$ cat src/rtl/noc_local_interface_if.sv
// Bundles the host-side and router-side handshake signals of the local network interface.
// The master modport is the interface block; the slave modport is its environment (host and router).
interface noc_local_interface_if;
  logic        tx_valid_i;
  logic        tx_ready_o;
  logic [3:0]  tx_dest_x_i;
  logic [3:0]  tx_dest_y_i;
  logic [7:0]  tx_payload_i;
  logic [15:0] inj_data_o;
  logic        inj_enable_o;
  logic        inj_credit_i;
  logic [15:0] ej_data_i;
  logic        ej_enable_i;
  logic        ej_credit_o;
  logic        rx_valid_o;
  logic        rx_ready_i;
  logic [7:0]  rx_payload_o;
  logic        rx_misroute_o;
  logic        rx_overflow_o;
  logic        credit_err_o;

  modport master (
    input  tx_valid_i, tx_dest_x_i, tx_dest_y_i, tx_payload_i,
    input  inj_credit_i, ej_data_i, ej_enable_i, rx_ready_i,
    output tx_ready_o, inj_data_o, inj_enable_o, ej_credit_o,
    output rx_valid_o, rx_payload_o, rx_misroute_o, rx_overflow_o, credit_err_o
  );

  modport slave (
    output tx_valid_i, tx_dest_x_i, tx_dest_y_i, tx_payload_i,
    output inj_credit_i, ej_data_i, ej_enable_i, rx_ready_i,
    input  tx_ready_o, inj_data_o, inj_enable_o, ej_credit_o,
    input  rx_valid_o, rx_payload_o, rx_misroute_o, rx_overflow_o, credit_err_o
  );
endinterface

$ cat src/rtl/noc_local_interface.sv
// Network interface between a local host and a router's L port: credit-controlled flit
// injection plus a first-word fall-through eject FIFO that returns one credit per consumed flit.
module noc_local_interface #(
  parameter int XCOORD   = 0,
  parameter int YCOORD   = 0,
  parameter int CREDITS  = 4,
  parameter int RX_DEPTH = 4
) (
  input logic                   clk,
  input logic                   rst,
  noc_local_interface_if.master bus
);

  localparam int              PTR_W     = $clog2(RX_DEPTH);
  localparam logic [3:0]      CREDITS_C = 4'(CREDITS);
  localparam logic [PTR_W:0]  DEPTH_C   = (PTR_W + 1)'(RX_DEPTH);
  localparam logic [7:0]      HOME      = {4'(XCOORD), 4'(YCOORD)};

  logic [3:0]       credit_cnt_q, credit_cnt_d;
  logic             credit_err_q, credit_err_d;
  logic [15:0]      inj_data_q, inj_data_d;
  logic             inj_enable_q, inj_enable_d;
  logic             ej_credit_q, ej_credit_d;
  logic             overflow_q, overflow_d;
  logic [15:0]      mem_q [RX_DEPTH];
  logic [15:0]      mem_d [RX_DEPTH];
  logic [PTR_W-1:0] wr_ptr_q, wr_ptr_d;
  logic [PTR_W-1:0] rd_ptr_q, rd_ptr_d;
  logic [PTR_W:0]   count_q, count_d;

  logic        tx_ready;
  logic        fire;
  logic        rx_valid;
  logic        pop;
  logic        push;
  logic [15:0] head;

  assign tx_ready = (credit_cnt_q != 4'd0);
  assign fire     = bus.tx_valid_i & tx_ready;
  assign rx_valid = (count_q != '0);
  assign pop      = rx_valid & bus.rx_ready_i;
  // A full FIFO still accepts a write when the head leaves in the same cycle.
  assign push     = bus.ej_enable_i & ((count_q < DEPTH_C) | pop);
  assign head     = mem_q[rd_ptr_q];

  always_comb begin
    credit_cnt_d = credit_cnt_q;
    credit_err_d = credit_err_q;
    case ({fire, bus.inj_credit_i})
      2'b10:   credit_cnt_d = credit_cnt_q - 4'd1;
      2'b01: begin
        if (credit_cnt_q == CREDITS_C) credit_err_d = 1'b1;
        else                           credit_cnt_d = credit_cnt_q + 4'd1;
      end
      default: credit_cnt_d = credit_cnt_q;
    endcase

    inj_enable_d = fire;
    inj_data_d   = fire ? {bus.tx_payload_i, bus.tx_dest_x_i, bus.tx_dest_y_i} : inj_data_q;
    ej_credit_d  = pop;
    overflow_d   = overflow_q | (bus.ej_enable_i & ~push);
  end

  always_comb begin
    mem_d    = mem_q;
    wr_ptr_d = wr_ptr_q;
    rd_ptr_d = rd_ptr_q;
    count_d  = count_q;
    if (push) begin
      mem_d[wr_ptr_q] = bus.ej_data_i;
      wr_ptr_d        = wr_ptr_q + PTR_W'(1);
    end
    if (pop) rd_ptr_d = rd_ptr_q + PTR_W'(1);
    case ({push, pop})
      2'b10:   count_d = count_q + (PTR_W + 1)'(1);
      2'b01:   count_d = count_q - (PTR_W + 1)'(1);
      default: count_d = count_q;
    endcase
  end

  always_ff @(posedge clk) begin
    if (rst) begin
      credit_cnt_q <= CREDITS_C;
      credit_err_q <= 1'b0;
      inj_data_q   <= 16'd0;
      inj_enable_q <= 1'b0;
      ej_credit_q  <= 1'b0;
      overflow_q   <= 1'b0;
      wr_ptr_q     <= '0;
      rd_ptr_q     <= '0;
      count_q      <= '0;
      for (int i = 0; i < RX_DEPTH; i++) mem_q[i] <= 16'd0;
    end else begin
      credit_cnt_q <= credit_cnt_d;
      credit_err_q <= credit_err_d;
      inj_data_q   <= inj_data_d;
      inj_enable_q <= inj_enable_d;
      ej_credit_q  <= ej_credit_d;
      overflow_q   <= overflow_d;
      wr_ptr_q     <= wr_ptr_d;
      rd_ptr_q     <= rd_ptr_d;
      count_q      <= count_d;
      mem_q        <= mem_d;
    end
  end

  assign bus.tx_ready_o    = tx_ready;
  assign bus.inj_data_o    = inj_data_q;
  assign bus.inj_enable_o  = inj_enable_q;
  assign bus.ej_credit_o   = ej_credit_q;
  assign bus.rx_valid_o    = rx_valid;
  assign bus.rx_payload_o  = head[15:8];
  assign bus.rx_misroute_o = (head[7:0] != HOME);
  assign bus.rx_overflow_o = overflow_q;
  assign bus.credit_err_o  = credit_err_q;

endmodule

$ cat src/flat_wrapper.sv
// flat-port wrapper written by rule: the top's interface ports become plain ports
module noc_local_interface_flat 
#(
  parameter int XCOORD   = 0,
  parameter int YCOORD   = 0,
  parameter int CREDITS  = 4,
  parameter int RX_DEPTH = 4
)
  (clk, rst, bus_tx_valid_i, bus_tx_dest_x_i, bus_tx_dest_y_i, bus_tx_payload_i, bus_inj_credit_i, bus_ej_data_i, bus_ej_enable_i, bus_rx_ready_i, bus_tx_ready_o, bus_inj_data_o, bus_inj_enable_o, bus_ej_credit_o, bus_rx_valid_o, bus_rx_payload_o, bus_rx_misroute_o, bus_rx_overflow_o, bus_credit_err_o);
  noc_local_interface_if bus_i ();
  input logic clk;
  input logic rst;
  input wire logic [$bits(bus_i.tx_valid_i)-1:0] bus_tx_valid_i;
  input wire logic [$bits(bus_i.tx_dest_x_i)-1:0] bus_tx_dest_x_i;
  input wire logic [$bits(bus_i.tx_dest_y_i)-1:0] bus_tx_dest_y_i;
  input wire logic [$bits(bus_i.tx_payload_i)-1:0] bus_tx_payload_i;
  input wire logic [$bits(bus_i.inj_credit_i)-1:0] bus_inj_credit_i;
  input wire logic [$bits(bus_i.ej_data_i)-1:0] bus_ej_data_i;
  input wire logic [$bits(bus_i.ej_enable_i)-1:0] bus_ej_enable_i;
  input wire logic [$bits(bus_i.rx_ready_i)-1:0] bus_rx_ready_i;
  output wire logic [$bits(bus_i.tx_ready_o)-1:0] bus_tx_ready_o;
  output wire logic [$bits(bus_i.inj_data_o)-1:0] bus_inj_data_o;
  output wire logic [$bits(bus_i.inj_enable_o)-1:0] bus_inj_enable_o;
  output wire logic [$bits(bus_i.ej_credit_o)-1:0] bus_ej_credit_o;
  output wire logic [$bits(bus_i.rx_valid_o)-1:0] bus_rx_valid_o;
  output wire logic [$bits(bus_i.rx_payload_o)-1:0] bus_rx_payload_o;
  output wire logic [$bits(bus_i.rx_misroute_o)-1:0] bus_rx_misroute_o;
  output wire logic [$bits(bus_i.rx_overflow_o)-1:0] bus_rx_overflow_o;
  output wire logic [$bits(bus_i.credit_err_o)-1:0] bus_credit_err_o;
  assign bus_i.tx_valid_i = bus_tx_valid_i;
  assign bus_i.tx_dest_x_i = bus_tx_dest_x_i;
  assign bus_i.tx_dest_y_i = bus_tx_dest_y_i;
  assign bus_i.tx_payload_i = bus_tx_payload_i;
  assign bus_i.inj_credit_i = bus_inj_credit_i;
  assign bus_i.ej_data_i = bus_ej_data_i;
  assign bus_i.ej_enable_i = bus_ej_enable_i;
  assign bus_i.rx_ready_i = bus_rx_ready_i;
  assign bus_tx_ready_o = bus_i.tx_ready_o;
  assign bus_inj_data_o = bus_i.inj_data_o;
  assign bus_inj_enable_o = bus_i.inj_enable_o;
  assign bus_ej_credit_o = bus_i.ej_credit_o;
  assign bus_rx_valid_o = bus_i.rx_valid_o;
  assign bus_rx_payload_o = bus_i.rx_payload_o;
  assign bus_rx_misroute_o = bus_i.rx_misroute_o;
  assign bus_rx_overflow_o = bus_i.rx_overflow_o;
  assign bus_credit_err_o = bus_i.credit_err_o;
  noc_local_interface #(.XCOORD(XCOORD), .YCOORD(YCOORD), .CREDITS(CREDITS), .RX_DEPTH(RX_DEPTH)) u_core (.clk(clk), .rst(rst), .bus(bus_i));
endmodule
$ cat config.mk
export PLATFORM = sky130hd
export DESIGN_NAME = noc_local_interface_flat
export DESIGN_NICKNAME = d
export VERILOG_FILES = /design/src/rtl/noc_local_interface_if.sv /design/src/rtl/noc_local_interface.sv /design/src/flat_wrapper.sv
export SDC_FILE = /design/constraint.sdc
export NUM_CORES = 1
export LEC_CHECK = 0
export CORE_MARGIN = 3
export CORE_UTILIZATION = 45
export CTS_BUF_LIST = sky130_fd_sc_hd__clkbuf_8
export DETAILED_ROUTE_END_ITERATION = 10
export PLACE_DENSITY = 0.7
export SLEW_MARGIN = 15
export SYNTH_ARGS = -nofsm -noshare
export SYNTH_HDL_FRONTEND = slang
export SYNTH_SLANG_ARGS = --single-unit
$ cat constraint.sdc
create_clock -name clk -period 2.85 [get_ports clk]
set_input_delay 0.57 -clock clk [delete_from_list [all_inputs] [get_ports clk]]
set_output_delay 0.57 -clock clk [all_outputs]
set_load 0.005 [all_outputs]
==> results of run 1 <==
## critical path: cells and delay by family (launching register included)
family / cells / cell delay, ns
muxes: 1 / 0.50
DFF: 1 / 0.61
buffers and inverters: 2 / 0.66
## flip-flops by register name, summed over array words and instances, names as in the netlist, 2 cells and up
name	cells
u_core.wr_ptr_q	2
u_core.credit_cnt_q	4
u_core.mem_q	64
u_core.bus.inj_data_o	16
u_core.count_q	3
u_core.rd_ptr_q	2
## stage by stage
| step | hold WS (ns) | power, mW | cell area (µm²) |
|---|---|---|---|
| 2_1_floorplan | 0.431 | 2.10 | 3840 |
| 3_3_place_gp | 0.437 | 2.46 | 4660 |
| 3_5_place_dp | 0.445 | 2.49 | 4660 |
| 4_1_cts | 0.458 | 3.42 | 4870 |
| 5_1_grt | 0.478 | 3.60 | 4870 |
| 6_report | 0.456 | 3.39 | 4870 |
## worst max path at each step
stage,from,end,slack (ns)
4_1_cts,u_core.rd_ptr_q[0]$_SDFFE_PP0P_,bus_rx_payload_o[1],0.13
3_3_place_gp,bus_tx_valid_i,u_core.credit_cnt_q[3]$_SDFFE_PP0P_,0.30
3_5_place_dp,bus_tx_valid_i,u_core.credit_cnt_q[3]$_SDFFE_PP0P_,0.25
5_1_grt,u_core.rd_ptr_q[0]$_SDFFE_PP0P_,bus_rx_payload_o[1],0.05
2_1_floorplan,u_core.credit_cnt_q[0]$_SDFFE_PP0P_,u_core.credit_cnt_q[3]$_SDFFE_PP0P_,0.50
6_report,u_core.rd_ptr_q[0]$_SDFFE_PP0P_,bus_rx_payload_o[1],0.15
## placed cells by master, fill, tap and decap left out, types with 7 or more instances in the layout
cell type        count
nand2_1            165
dfxtp_1             95
a21oi_1             87
clkdlybuf4s50_1     67
nor2_1              13
buf_4               13
nand3_1              9
clkbuf_8             9
mux4_2               8
ha_1                 7
## cell families after synthesis
logic type / after synthesis / synth area share
flip-flops: 95 / 0.495
AND/OR/NAND/NOR: 212 / 0.229
adder cells (fa/ha/maj): 9 / 0.0332
AO/OA/AOI/OAI: 98 / 0.138
buffers and inverters: 37 / 0.0384
XOR/XNOR: 6 / 0.0137
multiplexers: 10 / 0.0525
## per-layer routing
metal	vias to the layer above	global-route usage	wire length, µm
li1	1680	-	-
met1	1537	0.243	3950
met2	83	0.299	4270
met3	8	0.0579	612
met4	0	0.0567	97
met5	-	0	0
## layout make-up
class / instances / area (µm²) / share of cell area
flip-flops and latches: 95 / 1900 / 0.390
multi-input cells: 335 / 1790 / 0.367
repair buffers: 83 / 813 / 0.167
well taps: 105 / 131 / 0.0270
clock buffers: 9 / 124 / 0.0254
clock inverters: 7 / 88.8 / 0.0182
inverters: 6 / 22.5 / 0.00462
## power by group through the flow
stage / clock network (mW) / logic, mW / registers [mW]
2_1_floorplan: 0 / 0.543 / 1.55
3_3_place_gp: 0 / 0.864 / 1.60
3_5_place_dp: 0 / 0.885 / 1.60
4_1_cts: 0.961 / 0.890 / 1.57
5_1_grt: 1.03 / 0.975 / 1.59
6_report: 0.939 / 0.877 / 1.58
==> flow_summary.toml, run 1 <==
[outcome]
run_status = "complete, no violations"

[floorplanning]
die_w_um = 98.4
core-area_um2 = 8260
ios = 69
num_rows = 33
initial_core_util = 0.465
die_h_um = 98.4
dieArea_um2 = 9680

[drt]
finalWirelength_um = 8920
routed_via_density = 5.17
drt_iter0_markers = 132
dr_total_vias = 3308
drc = 0
wl_per_cell_um = 13.9
first_pass_iters = 4
drtAntennaViolNets = 0

[critical_path]
reg2reg_setup_slack_ns = 0.55
max_stage_delay_ns = 0.61
crit_chain = "buf_12 -> mux4_2 -> clkdlybuf4s50_1"
worstPathRequired_ns = 2.28
critical_path_arrival_ns = 2.13
crit_fanout = 8
worstSetupPathType = "reg -> out"
end_kind = "output port"
r2r_end = "u_core.credit_cnt_q[3]$_SDFFE_PP0P_"
reg2reg_from = "u_core.credit_cnt_q[0]$_SDFFE_PP0P_"
reg2reg_depth = 7
startpoint_type = "flip-flop"
crit_slowest_cell = "dfxtp_1"

[clock_tree]
post_cts_buffers = 0
tritoncts = "done"
clkTransAtPathRegs_ns = 0.10
cts.sinks = 95
post_cts_resized = 0
cts_hold_buf = 0
cts_buffer_depth = 2
htree_num_levels = 3
numCtsBuffers = 9
insertion_delay_ns = 0.36
cts-root-buf = "clkbuf_8"

[logic_synthesis]
synthCells = 467
synth-main-ff-cell = "dfxtp_1"
syn_avg_cell_area_um2 = 8.22
syn_nets = 514
synth_top_area_share = 0.495
yosys.area.top_type = "dfxtp_1"
synth_edf_count = 0
ys_ff_latch = 95
ys_seq_area_frac = 0.495
synth.top_cells.by_area = "dfxtp_1 (50%), nand2_1 (16%), a21oi_1 (11%), mux4_2 (4.7%), ha_1 (2.3%)"
synth_commonest_cells = "nand2_1 (165), dfxtp_1 (95), a21oi_1 (87)"
ys_warn_count = 0
synth.distinct_cells = 36
syn_area_um2 = 3840
synth_most_common_cell = "nand2_1"
synthArstFlopShare = 0

[flow_run]
max_cap_violations = 0

[power]
p_comb_frac = 0.259
p_int_mw = 2.36
p_leak_nw = 1.77
p_switching_mw = 1.04
peakVddDrop_v = 0.000458
power_density_nw_per_um2 = 696
seqPwrFrac = 0.464
swShare = 0.306
clock_power_share = 0.277

[placement]
hpwl_um = 6120
io_buffers = 68
pre_cts_ws_ns = 0.248
gp_congestion = 0.752
place_inst = 624

[sta]
rsz0062_at_grt = "false"
worst_pin_slew_ns = 0.588
finClkSkew_ns = 0.0107
fmax_mhz = 371
finalSetupViolCount = 0
totalNegativeSetupSlack_ns = 0
period_minus_slack_ns = 2.70
maxSlewHeadroom = 0.607
fin_crit_sh = 0.947
fin_ws_ns = 0.152
hold_violations = 0
drv_slew = 0

[layout]
nets = 577
area_growth_pct = 26.9
fill_cells = 752
final_util = 0.590
fin_cells = 640
diodes = 0
drive_above_1_share = 0.0804

[min_path]
min_delay_worst_endpoint = "u_core.mem_q[7]$_SDFFE_PP0P_"
min_path_type = "reg -> reg"
hold_start = "u_core.mem_q[7]$_SDFFE_PP0P_"
holdPathStages = 2

[global_routing]
grt_pass1_wl_um = 14800
first_global_vias = 3110
track_usage = 0.187
antenna_found_initial = 0
grt_max_degree = 45
overflow = 0
Note: power is estimated with default switching activity, not from simulation.
==> run 2: changes to the inputs <==
CORE_UTILIZATION = 54   (was 45)
PLACE_DENSITY = 0.82   (was 0.7)
==> run 2 against run 1 <==
Flip-flop and latch count unchanged; clock-buffer cell count increased by 1; core utilization increased by 12 points; critical path type unchanged; worst hold slack got worse by 0.0012 ns; routed wire length increased by 4.7%; critical path depth increased by 2; largest cell class unchanged; first-iteration DRC count increased by 130%.
==> flow_summary.toml, run 2 (synthesized netlist as in run 1, its figures left out) <==
[drt]
first_pass_iters = 7
finalWirelength_um = 9340
drt_iter0_markers = 309
drc = 0
wl_per_cell_um = 14.8
routed_via_density = 5.47
drtAntennaViolNets = 0
dr_total_vias = 3454

[clock_tree]
cts-root-buf = "clkbuf_8"
post_cts_buffers = 0
numCtsBuffers = 9
htree_num_levels = 3
cts_hold_buf = 0
insertion_delay_ns = 0.35
cts_buffer_depth = 2
cts.sinks = 95
tritoncts = "done"
clkTransAtPathRegs_ns = 0.09
post_cts_resized = 0

[floorplanning]
ios = 69
core-area_um2 = 6830
dieArea_um2 = 8160
die_w_um = 90.3
die_h_um = 90.3
num_rows = 30
initial_core_util = 0.562

[layout]
diodes = 0
mostFrequentLayoutCells = "nand2_1 (165), dfxtp_1 (95), a21oi_1 (87)"
layout_commonest_cell = "nand2_1"
area_growth_pct = 27.1
drive_above_1_share = 0.0785
nets = 577
largest_reg_flops = 64
regMostFlops = "u_core.mem_q"
fin_cells = 631

[power]
power.total_mw = 3.51
power_density_nw_per_um2 = 720
peakVddDrop_v = 0.000618
p_leak_nw = 1.78

[critical_path]
reg2reg_depth = 7
crit_fanout = 2
r2r_end = "u_core.credit_cnt_q[3]$_SDFFE_PP0P_"
end_kind = "output port"
worstPathRequired_ns = 2.28
worstSetupPathType = "reg -> out"
critical_path_arrival_ns = 2.00
reg2reg_setup_slack_ns = 0.59
reg2reg_from = "u_core.credit_cnt_q[0]$_SDFFE_PP0P_"
startpoint_type = "flip-flop"

[flow_run]
max_cap_violations = 0

[sta]
finalSetupViolCount = 0
worst_hold_slack_ns = 0.455
fmax_mhz = 388
drv_slew = 0
period_minus_slack_ns = 2.57
maxSlewHeadroom = 0.599
totalNegativeSetupSlack_ns = 0
fin_crit_sh = 0.903
hold_violations = 0
finClkSkew_ns = 0.00627
rsz0062_at_grt = "false"
worst_pin_slew_ns = 0.601

[global_routing]
overflow = 0
antenna_found_initial = 0
grt_pass1_wl_um = 15900
track_usage = 0.239
first_global_vias = 3476
grt_max_degree = 71

[min_path]
hold_start = "u_core.mem_q[12]$_SDFFE_PP0P_"
holdPathStages = 2
min_delay_worst_endpoint = "u_core.mem_q[12]$_SDFFE_PP0P_"
min_path_type = "reg -> reg"

[placement]
place_inst = 615
hpwl_um = 6300
gp_congestion = 0.854
io_buffers = 68

[outcome]
run_status = "complete, no violations"
==> run 2: cell count changes in the layout (fill, tap and decap cells not counted) <==
cell        delta
inv_6          -1
clkinv_4       -1
inv_1          +1
clkinvlp_4     +1
clkbuf_8       +1
buf_12         -1
buf_4          +1
inv_8          -3
bufinv_16      +2
==> run 2: power breakdown <==
part,leakage (nW),internal [mW],switching (mW)
sequential,0.774,1.45,0.113
clock,0.120,0.604,0.450
combinational,0.887,0.465,0.431
==> run 2: stage by stage <==
| step | util | area [µm²] | setup slack (ns) |
|---|---|---|---|
| 2_1_floorplan | - | 3840 | 0.501 |
| 3_3_place_gp | 0.679 | 4640 | 0.319 |
| 3_5_place_dp | 0.679 | 4640 | 0.182 |
| 4_1_cts | 0.715 | 4880 | 0.267 |
| 5_1_grt | 0.715 | 4880 | 0.143 |
| 6_report | 0.715 | 4880 | 0.276 |
==> run 2: critical path: stages, from the launching register on <==
cell and delay, ns:
dfxtp_1 0.32, nor4_1 0.30, nand2_1 0.09, o41ai_1 0.28, o21ai_0 0.18, clkdlybuf4s50_1 0.50
==> run 2: worst max-delay path by stage <==
| stage | start | end | slack (ns) | cells after the start |
|---|---|---|---|---|
| 2_1_floorplan | u_core.credit_cnt_q[0]$_SDFFE_PP0P_ | u_core.credit_cnt_q[3]$_SDFFE_PP0P_ | 0.50 | 8 |
| 3_3_place_gp | bus_tx_valid_i | u_core.credit_cnt_q[3]$_SDFFE_PP0P_ | 0.32 | 8 |
| 3_5_place_dp | bus_rx_ready_i | u_core.count_q[2]$_SDFFE_PP0P_ | 0.18 | 9 |
| 4_1_cts | u_core.mem_q[53]$_SDFFE_PP0P_ | bus_rx_misroute_o | 0.27 | 5 |
| 5_1_grt | u_core.mem_q[53]$_SDFFE_PP0P_ | bus_rx_misroute_o | 0.14 | 5 |
| 6_report | u_core.mem_q[53]$_SDFFE_PP0P_ | bus_rx_misroute_o | 0.28 | 5 |
==> run 2: final cells by class <==
cell class / instances / area (µm²)
Clock inverter: 6 / 109
Sequential cell: 95 / 1900
Inverter: 6 / 22.5
Multi-Input combinational cell: 335 / 1790
Tap cell: 96 / 120
Clock buffer: 10 / 138
Timing Repair Buffer: 83 / 801
Fill cell: 530 / 1950
==> run 2: layer usage <==
metal	vias to the layer above	track usage	wire length, µm
met4	0	0.0740	125
met1	1664	0.287	3790
li1	1675	-	-
met5	-	0	0
met2	101	0.416	4850
met3	14	0.0667	578
